<file path="config.mk">
export PLATFORM = sky130hd
export DESIGN_NAME = mdu_iterative
export DESIGN_NICKNAME = d
export VERILOG_FILES = /design/src/rtl/mdu_iterative.sv
export SDC_FILE = /design/constraint.sdc
export NUM_CORES = 1
export LEC_CHECK = 0
export BUFFER_PORTS_ARGS = -buffer_cell sky130_fd_sc_hd__buf_2
export CORE_MARGIN = 4
export CORE_UTILIZATION = 46
export CTS_CLUSTER_DIAMETER = 100
export DETAILED_ROUTE_END_ITERATION = 8
export HOLD_SLACK_MARGIN = 0.1
export PLACE_DENSITY = 0.66
export SYNTH_ARGS = -nofsm -noshare
export SYNTH_HDL_FRONTEND = slang
export SYNTH_SLANG_ARGS = --single-unit
export TNS_END_PERCENT = 30
</file>
<file path="constraint.sdc">
create_clock -name iCLK -period 3.3 [get_ports iCLK]
set_input_delay 0.33 -clock iCLK [delete_from_list [all_inputs] [get_ports iCLK]]
set_output_delay 0.33 -clock iCLK [all_outputs]
set_load 0.005 [all_outputs]
</file>
<file path="src/rtl/mdu_iterative.sv">
// Iterative multiply/divide unit owning the HI/LO pair: shift-add multiplier and
// restoring divider sharing one 2*WIDTH accumulator, with a start/busy/done handshake.
//
// state | meaning
// IDLE  | waiting for iStart; MTHI/MTLO write here directly
// RUN   | one multiply or divide iteration per cycle, WIDTH cycles
// FIX   | sign correction and HI/LO write, raises oDone for the next cycle
module mdu_iterative #(
  parameter int WIDTH = 32,
  parameter int CNTW  = 6
) (
  input  logic             iCLK,
  input  logic             iRST,
  input  logic             iStart,
  input  logic [2:0]       iOp,
  input  logic [WIDTH-1:0] iA,
  input  logic [WIDTH-1:0] iB,
  output logic             oBusy,
  output logic             oDone,
  output logic             oDivByZero,
  output logic [WIDTH-1:0] oHI,
  output logic [WIDTH-1:0] oLO
);

  localparam logic [2:0] OP_MULT = 3'd0;
  localparam logic [2:0] OP_DIV  = 3'd2;
  localparam logic [2:0] OP_DIVU = 3'd3;
  localparam logic [2:0] OP_MTHI = 3'd4;
  localparam logic [2:0] OP_MTLO = 3'd5;

  localparam logic [CNTW-1:0] CNT_LAST = CNTW'(WIDTH - 1);

  typedef enum logic [1:0] {
    S_IDLE,
    S_RUN,
    S_FIX
  } state_t;

  state_t state;

  // Multiply: acc = {partial sum, remaining multiplier bits}.
  // Divide:   acc = {partial remainder, remaining dividend / quotient bits}.
  logic [2*WIDTH-1:0] acc;
  logic [WIDTH-1:0]   opr;
  logic [WIDTH-1:0]   a_raw;
  logic [CNTW-1:0]    cnt;
  logic               is_div;
  logic               neg_res;
  logic               neg_rem;
  logic               dbz;

  logic               op_div;
  logic               op_signed;
  logic               a_neg;
  logic               b_neg;
  logic [WIDTH-1:0]   a_mag;
  logic [WIDTH-1:0]   b_mag;

  logic [WIDTH:0]     mul_sum;
  logic [WIDTH:0]     div_shift;
  logic [WIDTH:0]     div_diff;
  logic [2*WIDTH-1:0] mul_next;
  logic [2*WIDTH-1:0] div_next;
  logic [2*WIDTH-1:0] prod_fix;
  logic [WIDTH-1:0]   quo_fix;
  logic [WIDTH-1:0]   rem_fix;

  always_comb begin
    op_div    = (iOp == OP_DIV) || (iOp == OP_DIVU);
    op_signed = (iOp == OP_MULT) || (iOp == OP_DIV);
    a_neg     = op_signed & iA[WIDTH-1];
    b_neg     = op_signed & iB[WIDTH-1];
    a_mag     = a_neg ? -iA : iA;
    b_mag     = b_neg ? -iB : iB;
  end

  always_comb begin
    mul_sum   = {1'b0, acc[2*WIDTH-1:WIDTH]} + (acc[0] ? {1'b0, opr} : '0);
    mul_next  = {mul_sum, acc[WIDTH-1:1]};

    // Partial remainder stays below the divisor, so WIDTH+1 bits hold the
    // trial and its top bit doubles as the borrow.
    div_shift = {acc[2*WIDTH-1:WIDTH], acc[WIDTH-1]};
    div_diff  = div_shift - {1'b0, opr};
    div_next  = div_diff[WIDTH] ? {div_shift[WIDTH-1:0], acc[WIDTH-2:0], 1'b0}
                                : {div_diff[WIDTH-1:0],  acc[WIDTH-2:0], 1'b1};

    prod_fix  = neg_res ? -acc : acc;
    quo_fix   = neg_res ? -acc[WIDTH-1:0] : acc[WIDTH-1:0];
    rem_fix   = neg_rem ? -acc[2*WIDTH-1:WIDTH] : acc[2*WIDTH-1:WIDTH];
  end

  always_ff @(posedge iCLK) begin
    if (iRST) begin
      state      <= S_IDLE;
      cnt        <= '0;
      acc        <= '0;
      opr        <= '0;
      a_raw      <= '0;
      is_div     <= 1'b0;
      neg_res    <= 1'b0;
      neg_rem    <= 1'b0;
      dbz        <= 1'b0;
      oHI        <= '0;
      oLO        <= '0;
      oBusy      <= 1'b0;
      oDone      <= 1'b0;
      oDivByZero <= 1'b0;
    end else begin
      oDone      <= 1'b0;
      oDivByZero <= 1'b0;
      case (state)
        S_IDLE: begin
          if (iStart) begin
            if (!iOp[2]) begin
              state   <= S_RUN;
              cnt     <= '0;
              oBusy   <= 1'b1;
              is_div  <= op_div;
              neg_res <= a_neg ^ b_neg;
              neg_rem <= a_neg;
              dbz     <= op_div && (iB == '0);
              a_raw   <= iA;
              acc     <= {{WIDTH{1'b0}}, (op_div ? a_mag : b_mag)};
              opr     <= op_div ? b_mag : a_mag;
            end else if (iOp == OP_MTHI) begin
              oHI <= iA;
            end else if (iOp == OP_MTLO) begin
              oLO <= iA;
            end
          end
        end
        S_RUN: begin
          acc <= is_div ? div_next : mul_next;
          if (cnt == CNT_LAST) begin
            state <= S_FIX;
          end else begin
            cnt <= cnt + CNTW'(1);
          end
        end
        S_FIX: begin
          if (!is_div) begin
            oHI <= prod_fix[2*WIDTH-1:WIDTH];
            oLO <= prod_fix[WIDTH-1:0];
          end else if (dbz) begin
            // Divide by zero reports the raw dividend, no sign fix-up.
            oHI <= a_raw;
            oLO <= '1;
          end else begin
            oHI <= rem_fix;
            oLO <= quo_fix;
          end
          oBusy      <= 1'b0;
          oDone      <= 1'b1;
          oDivByZero <= is_div & dbz;
          cnt        <= '0;
          state      <= S_IDLE;
        end
        default: state <= S_IDLE;
      endcase
    end
  end

endmodule

</file>
==> out/results.ini <==
[run_status]
status=finished, final reports clean

[clocking]
clk_pin_slew_ps=70
cts_tree=yes
cts_buffers=25
htree_num_levels=1
clock_path_buffers=3
cts_sinks=207
root_buffer=clkbuf_16
worst_skew_pair.late_latency_ps=560

[critical_path]
critPathMaxStageDelay_ps=380
path_buf_inv=3
worstPathArrival_ps=3730
crit_fanout=5
end_kind=flip-flop
cp.required_ps=3740
crit_slowest_cell=ha_1
worstSetupPathType=flip-flop to flip-flop
cp-start-kind=flip-flop
cp_cell_sequence=inv_1, ha_1, o211ai_1, a21oi_2, o2bb2ai_2, o211ai_1, buf_4, o2111a_1, or2_2, nor2_4, buf_4, mux2_2, a2bb2oi_1
critPathTopFamily=compound AO/OA/AOI/OAI gates

[timing]
clock.fmax_mhz=304
worstMarginPinSlew_ps=1260
finalSetupTns_ps=0
maxSlewHeadroom_pct=15.8
finalMaxSlewViolations=0
min_period_ps=3290
rsz0062_at_grt=true
hold_violations=0
fin_crit_sh_pct=99.7
skew_ps=18.4
setup_violations=0
fin_ws_ps=9.50

[logic_synthesis]
synth_nets=2477
ys_ff_latch=207
yosys.area_share.xor_xnor_pct=8.82
synthAdderAreaFrac_pct=5.38
ys_warn_count=0
synth_ff_type=dfxtp_1
synth_top_family_by_area=compound AO/OA/AOI/OAI gates
synth-edff-count=0
yosys.area_share.simple_pct=21.0
syn-cell-area_sq_mm=0.0168
avgSynthCellArea_sq_um=7.19
yosys-mux-area-fraction_pct=3.32
syn-instance-count=2336
ys_seq_area_share_pct=24.7
yosys.cell_types.count=83
async_reset_ff_share_pct=0
synth_compound_area_share_pct=30.8

[global_route]
grt.met1_usage_pct=46.3
grt_usage_pct=34.8
grt_max_degree=68
grt_overflow=0
grt.busiest_layer=met2
grt_util_met3_pct=7.18
grt_pass1_wl_mm=107
grt_pass1_vias=17900
grt.met2_usage_pct=54.6
antenna_found_initial=4

[placement]
io_buffers=136
hpwl_mm=54.8
gp_congestion=1.02
pre_cts_ws_ps=-93.8

[die]
coreArea_sq_mm=0.0357
rows=69
die_y_um=199
pin_count=137
start_util_pct=47.0
die_x_um=199
dieArea_sq_mm=0.0396

[power]
total_leakage_power_nw=8.07
p_total_mw=8.21
peakVddDrop_mv=0.431
power.density_mw_per_mm2=415

[routing]
avgRoutedWirePerCell_um=24.4
firstDrtPassIters=6
ant_nets=0
viasPerCell=6.50
drc=0
drt-initial-drc-count=2223
routed_wl_mm=72.5
num_vias=19300

[finish]
nets=2634
drive_above_1_share_pct=17.3
synthToLayoutAreaGrowth_pct=17.9
final_util_pct=55.4
multi_input_area_sq_mm=0.0118
fillers=3514
regArea_sq_mm=0.00415

[flow_run]
cap_violations=0

[worst_hold_path]
hold_path.class=input port to flip-flop

metrics by stage:
step / std cells / cell area, sq um / hold WS (ps)
2_1_floorplan: 2336 / 16800 / 432
3_3_place_gp: 2924 / 18700 / 439
3_5_place_dp: 2924 / 18700 / 444
4_1_cts: 2969 / 19700 / 109
5_1_grt: 2972 / 19800 / 122
6_report: 2973 / 19800 / 128
where the power goes:
| group | total, mW | internal [mW] | switching [mW] |
|---|---|---|---|
| sequential | 2.72 | 2.61 | 0.107 |
| combinational | 2.49 | 0.941 | 1.55 |
| clock | 3.00 | 1.79 | 1.20 |
| total | 8.21 | 5.35 | 2.86 |
sequential cells by signal, summed over array words and instances (netlist names):
name	count
acc	64
a_raw	32
oHI	32
oLO	32
opr	32
cnt	6
state	2
dbz	1
is_div	1
neg_rem	1
neg_res	1
oBusy	1
oDivByZero	1
oDone	1
cell type report:
| cell class | count | share of cell area (%) |
|---|---|---|
| well taps | 461 | 2.91 |
| multi-input cells | 1866 | 59.6 |
| repair buffers | 316 | 10.6 |
| flip-flops and latches | 207 | 21.0 |
| clock buffers | 33 | 3.72 |
| clock inverters | 11 | 0.727 |
| diodes | 2 | 0.0253 |
| inverters | 77 | 1.46 |
cell usage in the layout (no fill, tap or decap), types with 49 or more instances in the layout:
cell	n
nand2_1	308
a21oi_1	263
nor2_1	203
dfxtp_1	203
buf_4	173
o21ai_0	146
buf_2	135
xnor2_1	110
inv_1	76
a211oi_1	74
ha_1	65
xor2_1	59
nor3_1	52
mux2i_1	49
logic make-up (layout without fill, tap and decap cells):
group | after synthesis | after routing
mux | 55 | 55
compound gates | 801 | 801
other cells | 0 | 2
flops | 207 | 207
simple gates | 770 | 770
buf+inv | 263 | 437
xor+xnor | 169 | 169
fa+ha+maj | 71 | 71
repair_timing:
| action | CTS | global route |
|---|---|---|
| hold buffers | 1 | 0 |
| pin swaps | 1 | 5 |
| resized for setup | 3 | 31 |
| hold endpoints to repair | 1 | 0 |
| setup endpoints to repair | 8 | 26 |
| setup buffers | 0 | 2 |
cells in the mapped netlist (9+ instances only):
| cell type | n | area (sq um) |
|---|---|---|
| nand2b_1 | 21 | 131 |
| or3_1 | 26 | 163 |
| nand4_1 | 11 | 68.8 |
| dfxtp_1 | 207 | 4140 |
| o21ai_0 | 150 | 751 |
| xnor2_1 | 110 | 963 |
| o41ai_1 | 14 | 123 |
| or4_1 | 20 | 150 |
| ha_1 | 69 | 863 |
| mux2i_1 | 49 | 490 |
| o21bai_1 | 9 | 67.6 |
| a31oi_1 | 19 | 119 |
| o211ai_1 | 48 | 360 |
| inv_1 | 76 | 285 |
| and3_1 | 11 | 68.8 |
| clkbuf_1 | 164 | 616 |
| a21oi_1 | 266 | 1330 |
| nand2_1 | 308 | 1160 |
| o221ai_1 | 44 | 385 |
| o31ai_1 | 19 | 143 |
| nor3_1 | 53 | 265 |
| nand3_1 | 44 | 220 |
| a211oi_1 | 75 | 563 |
| o21a_1 | 13 | 97.6 |
| xor2_1 | 59 | 517 |
| a22oi_1 | 11 | 82.6 |
| nor2_1 | 208 | 781 |
| a21o_1 | 36 | 270 |
| or2_2 | 16 | 100 |
| buf_1 | 10 | 37.5 |
| a221oi_1 | 18 | 158 |
| o22ai_1 | 9 | 56.3 |
| buf_2 | 10 | 50.1 |
| nor4_1 | 9 | 56.3 |
| and2_1 | 11 | 68.8 |
worst min-delay path, cell delays in order:
cell	delay, ps
buf_2	170
nand2_1	80
a21oi_1	50
worst paths after layout:
check / start / endpoint / cells past startpoint / slack [ps]
setup / recovery: opr[3] / acc[57] / 13 / 10
hold / removal: iA[17] / a_raw[17] / 3 / 130
setup reg to reg: opr[3] / acc[57] / 13 / 10
hold reg to reg: a_raw[18] / a_raw[18] / 2 / 450
layer usage:
| layer | vias up | wire length [um] |
|---|---|---|
| met5 | - | 0 |
| met4 | 0 | 4040 |
| met3 | 238 | 7330 |
| met2 | 1119 | 32100 |
| met1 | 9185 | 29000 |
| li1 | 8777 | - |
(Power assumes the default switching activity.)
